<file path="config.mk">
export PLATFORM = sky130hd
export DESIGN_NAME = seq_divider
export DESIGN_NICKNAME = d
export VERILOG_FILES = /design/src/rtl/seq_divider.sv
export SDC_FILE = /design/constraint.sdc
export NUM_CORES = 1
export LEC_CHECK = 0
export ABC_AREA = 1
export CORE_MARGIN = 1
export CORE_UTILIZATION = 53
export DETAILED_ROUTE_END_ITERATION = 6
export GPL_ROUTABILITY_DRIVEN = 0
export PLACE_DENSITY = 0.83
export SYNTH_ARGS = -nofsm -noshare
export SYNTH_HDL_FRONTEND = slang
export SYNTH_SLANG_ARGS = --single-unit
export TNS_END_PERCENT = 1
</file>
<file path="constraint.sdc">
create_clock -name clk -period 3.3 [get_ports clk]
set_clock_uncertainty 0.2 [all_clocks]
set_input_delay 0.66 -clock clk [delete_from_list [all_inputs] [get_ports clk]]
set_output_delay 0.66 -clock clk [all_outputs]
set_load 0.1 [all_outputs]
</file>
<file path="src/rtl/seq_divider.sv">
// Multi-cycle signed restoring divider: quotient on low (LO), remainder on high (HI).
// Truncates toward zero; the remainder carries the dividend's sign.
module seq_divider #(
    parameter int WIDTH = 32
) (
    input  logic             clk,
    input  logic             rst,
    input  logic             start,
    input  logic [WIDTH-1:0] A,
    input  logic [WIDTH-1:0] B,
    output logic [WIDTH-1:0] high,
    output logic [WIDTH-1:0] low,
    output logic             busy,
    output logic             done,
    output logic             div_zero,
    output logic [1:0]       dbg_state_o
);

    localparam int CW = (WIDTH > 1) ? $clog2(WIDTH) : 1;
    localparam logic [CW-1:0] LAST = CW'(WIDTH - 1);

    // Handshake: start is sampled only while idle (busy=0); done is high for exactly
    // one cycle, during which high/low/div_zero already hold the new result.
    typedef enum logic [1:0] {
        S_IDLE = 2'd0,
        S_CALC = 2'd1,
        S_ZERO = 2'd2,
        S_DONE = 2'd3
    } state_t;

    state_t           state_q, state_d;
    logic [CW-1:0]    count_q, count_d;
    logic [WIDTH:0]   rem_q, rem_d;
    logic [WIDTH-1:0] quo_q, quo_d;
    logic [WIDTH-1:0] bmag_q, bmag_d;
    logic             sign_quo_q, sign_quo_d;
    logic             sign_rem_q, sign_rem_d;
    logic [WIDTH-1:0] high_q, high_d;
    logic [WIDTH-1:0] low_q, low_d;
    logic             done_q, done_d;
    logic             div_zero_q, div_zero_d;

    logic [WIDTH-1:0] a_mag;
    logic [WIDTH-1:0] b_mag;
    logic [WIDTH:0]   r_shift;
    logic [WIDTH:0]   r_sub;
    logic             fits;
    logic [WIDTH:0]   r_next;
    logic [WIDTH-1:0] q_next;
    logic [WIDTH-1:0] r_final;

    // Magnitudes are unsigned, so the most negative operand maps to 2^(WIDTH-1) exactly.
    assign a_mag = A[WIDTH-1] ? -A : A;
    assign b_mag = B[WIDTH-1] ? -B : B;

    assign r_shift = {rem_q[WIDTH-1:0], quo_q[WIDTH-1]};
    assign r_sub   = r_shift - {1'b0, bmag_q};
    assign fits    = (r_shift >= {1'b0, bmag_q});
    assign r_next  = fits ? r_sub : r_shift;
    assign q_next  = {quo_q[WIDTH-2:0], fits};
    assign r_final = r_next[WIDTH-1:0];

    always_comb begin
        state_d    = state_q;
        count_d    = count_q;
        rem_d      = rem_q;
        quo_d      = quo_q;
        bmag_d     = bmag_q;
        sign_quo_d = sign_quo_q;
        sign_rem_d = sign_rem_q;
        high_d     = high_q;
        low_d      = low_q;
        done_d     = 1'b0;
        div_zero_d = div_zero_q;

        case (state_q)
            S_IDLE: begin
                if (start) begin
                    bmag_d     = b_mag;
                    quo_d      = a_mag;
                    rem_d      = '0;
                    count_d    = '0;
                    sign_quo_d = A[WIDTH-1] ^ B[WIDTH-1];
                    sign_rem_d = A[WIDTH-1];
                    div_zero_d = 1'b0;
                    state_d    = (B == '0) ? S_ZERO : S_CALC;
                end
            end
            S_CALC: begin
                rem_d   = r_next;
                quo_d   = q_next;
                count_d = count_q + CW'(1);
                if (count_q == LAST) begin
                    state_d = S_DONE;
                    done_d  = 1'b1;
                    low_d   = sign_quo_q ? -q_next : q_next;
                    high_d  = sign_rem_q ? -r_final : r_final;
                end
            end
            // Zero divisor spends one extra cycle so done lands two cycles after start.
            S_ZERO: begin
                state_d    = S_DONE;
                done_d     = 1'b1;
                div_zero_d = 1'b1;
            end
            S_DONE: begin
                state_d = S_IDLE;
            end
            default: begin
                state_d = S_IDLE;
            end
        endcase
    end

    always_ff @(posedge clk or negedge rst) begin
        if (!rst) begin
            state_q    <= S_IDLE;
            count_q    <= '0;
            rem_q      <= '0;
            quo_q      <= '0;
            bmag_q     <= '0;
            sign_quo_q <= 1'b0;
            sign_rem_q <= 1'b0;
            high_q     <= '0;
            low_q      <= '0;
            done_q     <= 1'b0;
            div_zero_q <= 1'b0;
        end else begin
            state_q    <= state_d;
            count_q    <= count_d;
            rem_q      <= rem_d;
            quo_q      <= quo_d;
            bmag_q     <= bmag_d;
            sign_quo_q <= sign_quo_d;
            sign_rem_q <= sign_rem_d;
            high_q     <= high_d;
            low_q      <= low_d;
            done_q     <= done_d;
            div_zero_q <= div_zero_d;
        end
    end

    assign high        = high_q;
    assign low         = low_q;
    assign done        = done_q;
    assign div_zero    = div_zero_q;
    assign busy        = (state_q != S_IDLE);
    assign dbg_state_o = state_q;

endmodule

</file>
# Word level (Yosys, flattened, before mapping)
# Cells that the tools add are included.
# word_totals
register_bits	171
latch_bits	0
ramBits	0
romBits	0
out_inout_bits	69
word_cells	54
memories	0
# classes
n_addsub	6
n_mul	0
div	0
magnitude_cmp	1
n_eq_ne	6
shifts	0
mux	19
n_bitwise	1
n_reduce_logical	10
# op_table
cell	n
2-to-1 mux 32 bit	7
negation 32 bit	4
case mux 32 bit (2 select lines)	2
greater-or-equal comparator 33 x 32 -> 1 bit	1
logical NOT 32 bit	1
subtractor 32 bit	1
case mux 5 bit (2 select lines)	1
AND reduction 2 bit	5
case mux 2 bit (4 select lines)	1
2-to-1 mux 2 bit	3
nonzero test 2 bit	3
adder 5 x 1 -> 5 bit, second input constant	1
equality test 5 bit, second input constant	1
2-to-1 mux 5 bit	1
equality test 2 bit, second input constant	2
!= test 2 bit, second input constant	2
case mux 1 bit (2 select lines)	2
equality test 2 x 1 -> 1 bit, second input constant	1
logical NOT 2 bit	1
2-to-1 mux 1 bit	2
XOR 1 bit	1

# Depth between registers and ports, before layout
# Gate-level depths: netlist of the first run.
# logic_depth
depth_word	4
depth_mapped	27
ltp_nobuf	26

# Worst setup path before layout of the first run
# OpenSTA, ideal clock, no wires.
# synth_path
kind	register to register
start	register rem_q[22]
end	register low_q[30] (netlist: low[30])
t_arrival_ps	3100
required_ps	3017
setup_slack_ps	-83
path_stages_with_launch	22
path_buffers	1
period_less_slack_ps	3383
cell_sequence	dfrtp_1 -> ha_1 -> nand2_2 -> inv_1 -> a21oi_2 -> nand2_1 -> nand2_1 -> nand2_1 -> nor2_4 -> nand2_4 -> buf_6 -> inv_1 -> ha_1 -> nand2_1 -> nor2_1 -> nand3_1 -> inv_1 -> a41oi_1 -> a21oi_1 -> o21ai_0 -> xor2_1 -> o21ai_0
# synth_via
elab_chain_len	3
# synth_lines
item	line	text
start, declared	33	logic [WIDTH:0] rem_q, rem_d;
start signal, assigned	131	rem_q <= rem_d;
greater-or-equal comparator 33 x 32 -> 1 bit	58	assign fits = (r_shift >= {1'b0, bmag_q});
negation 32 bit	96	low_d = sign_quo_q ? -q_next : q_next;
2-to-1 mux 32 bit	96	
end signal, assigned	137	low_q <= low_d;
end, declared	39	logic [WIDTH-1:0] low_q, low_d;
# Every way passes these cells.
# A chain may end at the register's enable or synchronous reset.

# Final worst setup path of the first run
# layout_path
start	register rem_q[3]
end	register high_q[21] (netlist: high[21])
# layout_via
elab_chain_len	4
word_cells_on_any_way	5
classes_between	2 x add/sub; 1 x order compare; 2 x mux
# layout_lines
item	line	text
subtractor 32 bit / greater-or-equal comparator 33 x 32 -> 1 bit (equally long branches)	57, 58	
2-to-1 mux 32 bit *	59	assign r_next = fits ? r_sub : r_shift;
negation 32 bit	97	high_d = sign_rem_q ? -r_final : r_final;
2-to-1 mux 32 bit *	97	
end signal, assigned	136	high_q <= high_d;
end, declared	38	logic [WIDTH-1:0] high_q, high_d;
# Mark *: on every way between the ends. The rest lies on a longest branch, timed or not.

==> results of run 1 <==
worst min-delay path: cells and delay by family (launching register included):
family,cells,cell delay (ns)
flops,1,0.35
simple gates,2,0.10
through the flow:
| step | instance area (um2) | instances |
|---|---|---|
| after global routing | 17100 | 2521 |
| after detailed placement | 15400 | 2452 |
| after CTS | 16400 | 2494 |
| after floorplan | 12800 | 1902 |
| final | 17100 | 2521 |
| after global placement | 15400 | 2452 |
path summary, 6_finish.rpt:
check | startpoint | to
max | rem_q[3]$_DFFE_PN0P_ | high[21]$_DFFE_PN0P_
min | high[19]$_DFFE_PN0P_ | high[19]$_DFFE_PN0P_
max reg2reg | rem_q[3]$_DFFE_PN0P_ | high[21]$_DFFE_PN0P_
min reg2reg | high[19]$_DFFE_PN0P_ | high[19]$_DFFE_PN0P_
max in group asynchronous | rst | bmag_q[0]$_DFFE_PN0P_
min in group asynchronous | rst | high[21]$_DFFE_PN0P_
logic make-up after synthesis:
group           count (synthesis)  share of synthesized area (%)
simple gates                  984                           33.1
buf+inv                       315                           9.84
compound gates                295                           12.7
flops                         171                           33.6
xor+xnor                       94                           6.46
fa+ha+maj                      43                           4.28
layout make-up:
type / count / area (um2)
repair buffers: 329 / 2720
clock inverters: 14 / 129
fillers: 1727 / 6490
inverters: 254 / 956
clock buffers: 18 / 429
multi-input cells: 1416 / 8130
well taps: 319 / 399
flip-flops and latches: 171 / 4300
what timing repair did:
action                                 CTS  global route
setup endpoints to repair               28            49
gates resized for setup                 60           145
endpoints found under the hold margin   42             0
pin swaps                               17            46
cloned                                   1             0
hold buffers                             1             0
buffers inserted                         8            27
registers in the layout, indices dropped and copies added (netlist names):
| name | cells |
|---|---|
| sign_rem_q | 1 |
| sign_quo_q | 1 |
| dbg_state_o | 2 |
| count_q | 5 |
| done | 1 |
| high | 32 |
| quo_q | 32 |
| div_zero | 1 |
| bmag_q | 32 |
| rem_q | 32 |
| low | 32 |
layout by cell type, fill, tap and decap left out, drive strengths merged, types with 19 or more instances in the layout:
master and count:
nor3 23, xnor2 19, nor2 176, nand2 628, nand3 120, buf 262
nand4 20, a21oi 59, o21ai 184, o211ai 26, ha 42, inv 261
clkdlybuf4s50 65, xor2 75, dfrtp 171
metal layers:
metal | share of wire (%) | vias to the layer above | track usage [%]
li1 | - | 6618 | -
met1 | 39 | 6696 | 45.8
met2 | 45 | 1114 | 54.4
met3 | 10 | 280 | 4.63
met4 | 5.6 | 0 | 13.7
met5 | 0 | - | 0
==> out/results.txt, run 1 <==
For the register-to-register path setup slack, the log shows -0.13 ns. Of the synthesized area, sequential elements account for 33.6%. The category of the critical setup timing path was flop to flop. The floorplan step set the die height to 157 um. Dividing the detail-routed wire length by the instance count gives 17.7 um. Number of enable flip-flop cells after synthesis: 0. Yosys printed 0 warnings. Summed over all nets, the half-perimeter wirelength after detailed placement is 29900 um.

Subtracting the final worst setup slack from the clock period gives 3.43 ns. The number of gates on the worst path with buffers counted works out to 22. The largest fanout on the critical path came out at 24. For the worst setup path, the data required time is 3.43 ns. Across all layers, the routed design uses 14700 vias. The worst pin sits at a relative slew slack of 32.5%. On the final layout, the worst hold slack is 0.284 ns. Summed over all layers, the routed wires come to 44500 um. The post-synthesis cell type with the largest combined area is sky130_fd_sc_hd__dfrtp_1.

The average cell area after synthesis works out to 6.70 um2. Input and output buffers added on the ports amount to 135. TritonCTS built the clock tree. Measured in cells, the most critical reg-to-reg path has a length of 22. The run gives 107 as the maximum number of pins on one net before global-route repair.

The pin slew with the least headroom to its limit is 1.01 ns, and the clock input transition at the sequential cells of the worst setup and hold paths is 0.07 ns. For this configuration, the core starts out at a cell density of 54.2%. Worst hold path cell count: 2.

sky130_fd_sc_hd__nand2_1 is the most common cell in the netlist. For this run, the leading register cell type out of synthesis is sky130_fd_sc_hd__dfrtp_1. For the synthesized area, the log shows 12800 um2. Slowest stage cell on the critical path: sky130_fd_sc_hd__dfrtp_1. The logs give 2050 for the DRC marker count from the first detailed-route iteration and 1 for the initial antenna violation count. The run gives 72.4% as the utilization after layout. In the global route stage, overall resource usage came out at 33.8%. The run gives 2299 as the net count of the finished layout.

The worst setup path is launched from a flop. Using the TritonRoute via totals, the vias-per-cell ratio works out to 5.83. The run gives 22 as the final setup violation count. The largest single stage delay on the critical path is 0.45 ns. Die span in x: 157 um. The number of nets with antenna violations after detailed routing was 0. Worst setup slack before clock tree synthesis: -0.243 ns. The count of buffer and inverter cells on the critical path is 3, and the deepest clock path buffer count is 2. Share of cells above drive strength 1: 24.2%.

The first-pass GRT wire length was 65700 um. The row count is 56. The category of the worst setup path capture point was a flop. In this run, synthesis produced a sequential element count of 171.

The top cell type by area accounts for 33.6% of the synthesized area. 136 I/O pins were placed. The detailed-router iteration count before antenna repair is 7, and the data arrival at the endpoint of the critical path is 3.56 ns. The cell sitting at the root of the clock tree is a sky130_fd_sc_hd__clkbuf_16.

Summed over all failing endpoints, the final setup total negative slack is -1.05 ns. By area the synthesized netlist is led by sky130_fd_sc_hd__dfrtp_1 34%, sky130_fd_sc_hd__nand2_1 18%, sky130_fd_sc_hd__inv_1 7.2%, sky130_fd_sc_hd__o21ai_0 6.8%, sky130_fd_sc_hd__xor2_1 5.2%. The run gives 0 as the max-cap check violation count. The tightest min-delay check is of the flop to flop type. In the finished design, the share of the clock period the worst path needs comes to 104%. The H-tree was split into 4 levels. The number of standard cells after synthesis is 1902. Setup repair after global routing could not meet its margin everywhere. The tools report the fmax as 292 MHz. The checks that failed: negative setup slack. The tools report the number of pins exceeding their max-slew limit in the final report as 0. 0 antenna diodes ended up in the layout. The number of endpoints with negative hold slack in the final report came out at 0.

The area of the die is 24700 um2. For the clock insertion delay at the later pin of the skew report, the log shows 0.45 ns. After detailed routing, the number of remaining DRC violations is 0. The clock net in this run drives a total of 171 sinks. The region available for standard cell placement spans 23500 um2.

The signal on the critical path passes through ha_4 -> buf_6 -> nand2_2 -> nor2_2 -> nand2_1 -> nor2_2 -> nand2_2 -> nor2_4 -> nor2_4 -> buf_4 -> nand3_1 -> nand2_4 -> nor2_4 -> nand2_2 -> nor2_4 -> nand2_2 -> inv_2 -> nand3_2 -> nand2_1 -> nand2_1 -> nand3_1 -> nand2_1. The number of buffers created by CTS was 17; the total congestion overflow after global routing was 0. Synthesis instantiated 48 different standard cells from the library. The flow ran to the end, but the final reports show violations.

The number of nets in the synthesized netlist is 2012. Grouping stages by cell kind, the critical path spends the most delay in simple AND/OR/NAND/NOR gates. The area added between synthesis and finish was 33.7%.

Ranked by instance count, the synthesized netlist is headed by 599 x sky130_fd_sc_hd__nand2_1, 246 x sky130_fd_sc_hd__inv_1, 174 x sky130_fd_sc_hd__o21ai_0. For the number of global-route vias before repair, the log shows 13400. Of all flip-flops after synthesis, the portion carrying an async set or reset was 100%.

The run gives -0.129 ns as the worst setup slack after layout.
Power of run 1 is not shown: default switching activity piles up to over one toggle a cycle in this logic, so the estimate is an artifact.
==> run 2: changes to the inputs <==
--- a/config.mk
+++ b/config.mk
@@ -6,7 +6,7 @@
 export NUM_CORES = 1
 export LEC_CHECK = 0
 export ABC_AREA = 1
-export CORE_MARGIN = 1
+export CORE_MARGIN = 5
 export CORE_UTILIZATION = 53
 export DETAILED_ROUTE_END_ITERATION = 6
 export GPL_ROUTABILITY_DRIVEN = 0
==> run 2 against run 1 <==
Against the previous run:
- the flow still finishes with violations (negative setup slack)
- maximum frequency about the same
- flip-flop and latch count stayed put
- sequential share of layout area up 0.13 points
- global-route usage down 4.2 points
- core utilization fell by 0.59 points
- clock-buffer cell count grew 1
- highest routed layer unchanged
==> out/results.txt, run 2 (synthesis results as in run 1) <==
The run finished, with violations left. Violated checks: negative setup slack (unchanged). The die span in x is 165 um (was 157 um). The area added between synthesis and finish was 33.1% (was 33.7%); the total congestion overflow after global routing was 0 (unchanged). The tools report the initial antenna violation count as 0 (was 1). The final wirelength is 45000 um (was 44500 um), and the detailed-router iteration count before antenna repair is 6 (was 7). The tools report the start point of the critical path as rem_q[7]$_DFFE_PN0P_ (was rem_q[3]$_DFFE_PN0P_). The critical register-to-register path startpoint is rem_q[7]$_DFFE_PN0P_ (was rem_q[3]$_DFFE_PN0P_).

The setup TNS is -0.932 ns (was -1.05 ns), and the half-perimeter wire length of the detailed placement result is 30200 um (was 29900 um). Number of diodes added for antenna fixing: 0 (unchanged). The run gives 71.9% (was 72.4%) as the utilization after layout.

The run gives 0 (unchanged) as the max-cap check violation count. The worst setup slack after layout is -0.128 ns (was -0.129 ns). The vias after detailed routing is 14500 (was 14700). For the maximum number of pins on one net before global-route repair, the log shows 78 (was 107). The maximum cell stage delay along the critical path was 0.42 ns (was 0.45 ns); the number of buffers created by CTS was 17 (unchanged). The clock insertion delay at the later pin of the skew report is 0.44 ns (was 0.45 ns). The logs give 171 (unchanged) for the clock sink count and 20 (was 22) for the final setup violation count. The master cell of the clock root buffer is sky130_fd_sc_hd__clkbuf_16 (unchanged).

For the worst setup slack before clock tree synthesis, the log shows -0.261 ns (was -0.243 ns). Area taken by flip-flops and latches: 4300 um2 (unchanged). The slowest stage cell on the critical path was sky130_fd_sc_hd__dfrtp_1 (unchanged). The number of nets with antenna violations after detailed routing is 0 (unchanged). The logs give 0 (unchanged) for the number of endpoints with negative hold slack in the final report and 44.7% (was 32.5%) for the headroom to the max-slew limit. For the number of top-level design ports, the log shows 136 (unchanged). The share of cells above drive strength 1 came out at 24.9% (was 24.2%).

For the worst slack on hold paths, the log shows 0.279 ns (was 0.284 ns). The clock input transition at the sequential cells of the worst setup and hold paths works out to 0.08 ns (was 0.07 ns). The pin slew with the least headroom to its limit came out at 0.829 ns (was 1.01 ns). The number of global-route vias before repair was 13300 (was 13400). The logs give 4 (unchanged) for the number of H-tree levels and 2 (unchanged) for the deepest clock path buffer count. The most frequent standard cell in the layout excluding fill and tap cells was sky130_fd_sc_hd__nand2_1 (unchanged). The run gives 8110 um2 (was 8130 um2) as the combined area of the multi-input logic cells. The detail-routed net length per standard cell was 17.9 um (was 17.7 um). TritonCTS built the clock tree. Setup repair after global routing could not meet its margin everywhere.

The area of the die came out at 27300 um2 (was 24700 um2). The tools report the effective utilization at floorplan as 54.0% (was 54.2%). Startpoint of the worst hold path: high[28]$_DFFE_PN0P_ (was high[19]$_DFFE_PN0P_).

The DRC marker count from the first detailed-route iteration was 2115 (was 2050). Final routed DRC violation total: 0 (unchanged). The detail-routed via count per cell was 5.79 (was 5.83); the final clock period utilization by the worst path was 104% (about the same). The critical path launch point type was a flop (unchanged). Row count: 56 (unchanged). Category of the worst setup path capture point: a flop (unchanged). Final critical path time including I/O delays and setup: 3.43 ns (about the same).

The area of the core region came out at 23600 um2 (was 23500 um2). Category of the critical setup timing path: flop to flop (unchanged). The run gives 2290 (was 2299) as the net count of the finished layout.

The most numerous cell type found on the critical path is sky130_fd_sc_hd__nand2_1. The tools report the data arrival at the endpoint of the critical path as 3.56 ns (about the same). Most frequent cells in the layout: 535 x sky130_fd_sc_hd__nand2_1, 249 x sky130_fd_sc_hd__buf_4, 217 x sky130_fd_sc_hd__inv_1 (was 550 x sky130_fd_sc_hd__nand2_1, 256 x sky130_fd_sc_hd__buf_4, 221 x sky130_fd_sc_hd__inv_1).

Die outline height: 165 um (was 157 um). CP cell instances: ha_4 -> nand2_1 -> nand2_1 -> inv_1 -> nand2_2 -> inv_2 -> nand3_2 -> nand2_2 -> nand2_4 -> nand2_4 -> nand2_4 -> buf_4 -> nand2_1 -> nand2_1 -> nor2_2 -> nand2_1 -> nor2_1 -> nand2_2 -> inv_1 -> nand3_2 -> nand2_1 -> nand2_1 -> nand3_1 -> nand2_1 (was ha_4 -> buf_6 -> nand2_2 -> nor2_2 -> nand2_1 -> nor2_2 -> nand2_2 -> nor2_4 -> nor2_4 -> buf_4 -> nand3_1 -> nand2_4 -> nor2_4 -> nand2_2 -> nor2_4 -> nand2_2 -> inv_2 -> nand3_2 -> nand2_1 -> nand2_1 -> nand3_1 -> nand2_1). The number of pins exceeding their max-slew limit in the final report came out at 0 (unchanged). For the fmax, the log shows 292 MHz (about the same). The number of filler cells placed in the layout is 1713 (was 1727).

Largest fanout on the critical path: 9 (was 24). The run gives 29.6% (was 33.8%) as the overall fraction of global-route tracks in use. The worst hold-check path type is flop to flop (unchanged). The quantity of I/O buffers inserted on ports was 135 (unchanged); the data required time at the worst endpoint was 3.43 ns (about the same). The tools report the first-pass GRT wire length as 65000 um (was 65700 um).
==> run 2: changes by cell type in the layout (fill, tap and decap cells not counted), sizes merged <==
cell,previous run,this run
clkinvlp,1,0
clkbuf,18,19
bufbuf,1,0
clkinv,6,7
buf,262,254
inv,261,260
==> run 2: worst paths after layout <==
check | endpoint | slack [ns] | depth (start not counted)
worst max-delay path | high[19]$_DFFE_PN0P_ | -0.13 | 24
worst min-delay path | high[28]$_DFFE_PN0P_ | 0.28 | 2
worst max register to register | high[19]$_DFFE_PN0P_ | -0.13 | 24
worst min register to register | high[28]$_DFFE_PN0P_ | 0.28 | 2
max in group asynchronous | rem_q[14]$_DFFE_PN0P_ | 1.65 | 3
min in group asynchronous | rem_q[18]$_DFFE_PN0P_ | 0.53 | 2
==> run 2: layout make-up <==
type                            count  area share (%)
Clock inverter                     13           0.752
Inverter                          254            5.63
Multi-Input combinational cell   1416            47.8
Clock buffer                       19            2.67
Timing Repair Buffer              320            15.4
Sequential cell                   171            25.3
Tap cell                          319            2.35
==> run 2: repair_timing <==
action / 4_1_cts / 5_1_grt
pin swaps: 3 / 68
endpoints found under the setup margin: 24 / 54
hold buffers: 1 / 0
gates resized for setup: 41 / 173
buffers inserted: 3 / 18
cloned: 0 / 0
endpoints found under the hold margin: 40 / 0
==> run 2: critical path, delay by kind of cell (launching register included) <==
kind | cells | cell delay [ns]
fa+ha+maj | 1 | 0.29
buf+inv | 4 | 0.48
flops | 1 | 0.42
simple gates | 19 | 1.94
==> run 2: through the flow <==
stage,instance area (um2),std cells
final,17000,2512
after global routing,17000,2512
after CTS,16300,2494
after detailed placement,15400,2458
after global placement,15400,2458
after floorplan,12800,1902
==> run 2: per-layer routing <==
metal | GRT usage (%) | wire length (um)
met5 | 0 | 0
met4 | 10.7 | 2210
met3 | 4.29 | 4710
met2 | 47.0 | 20400
met1 | 41.3 | 17700
Power of run 2 is left out for the same reason.
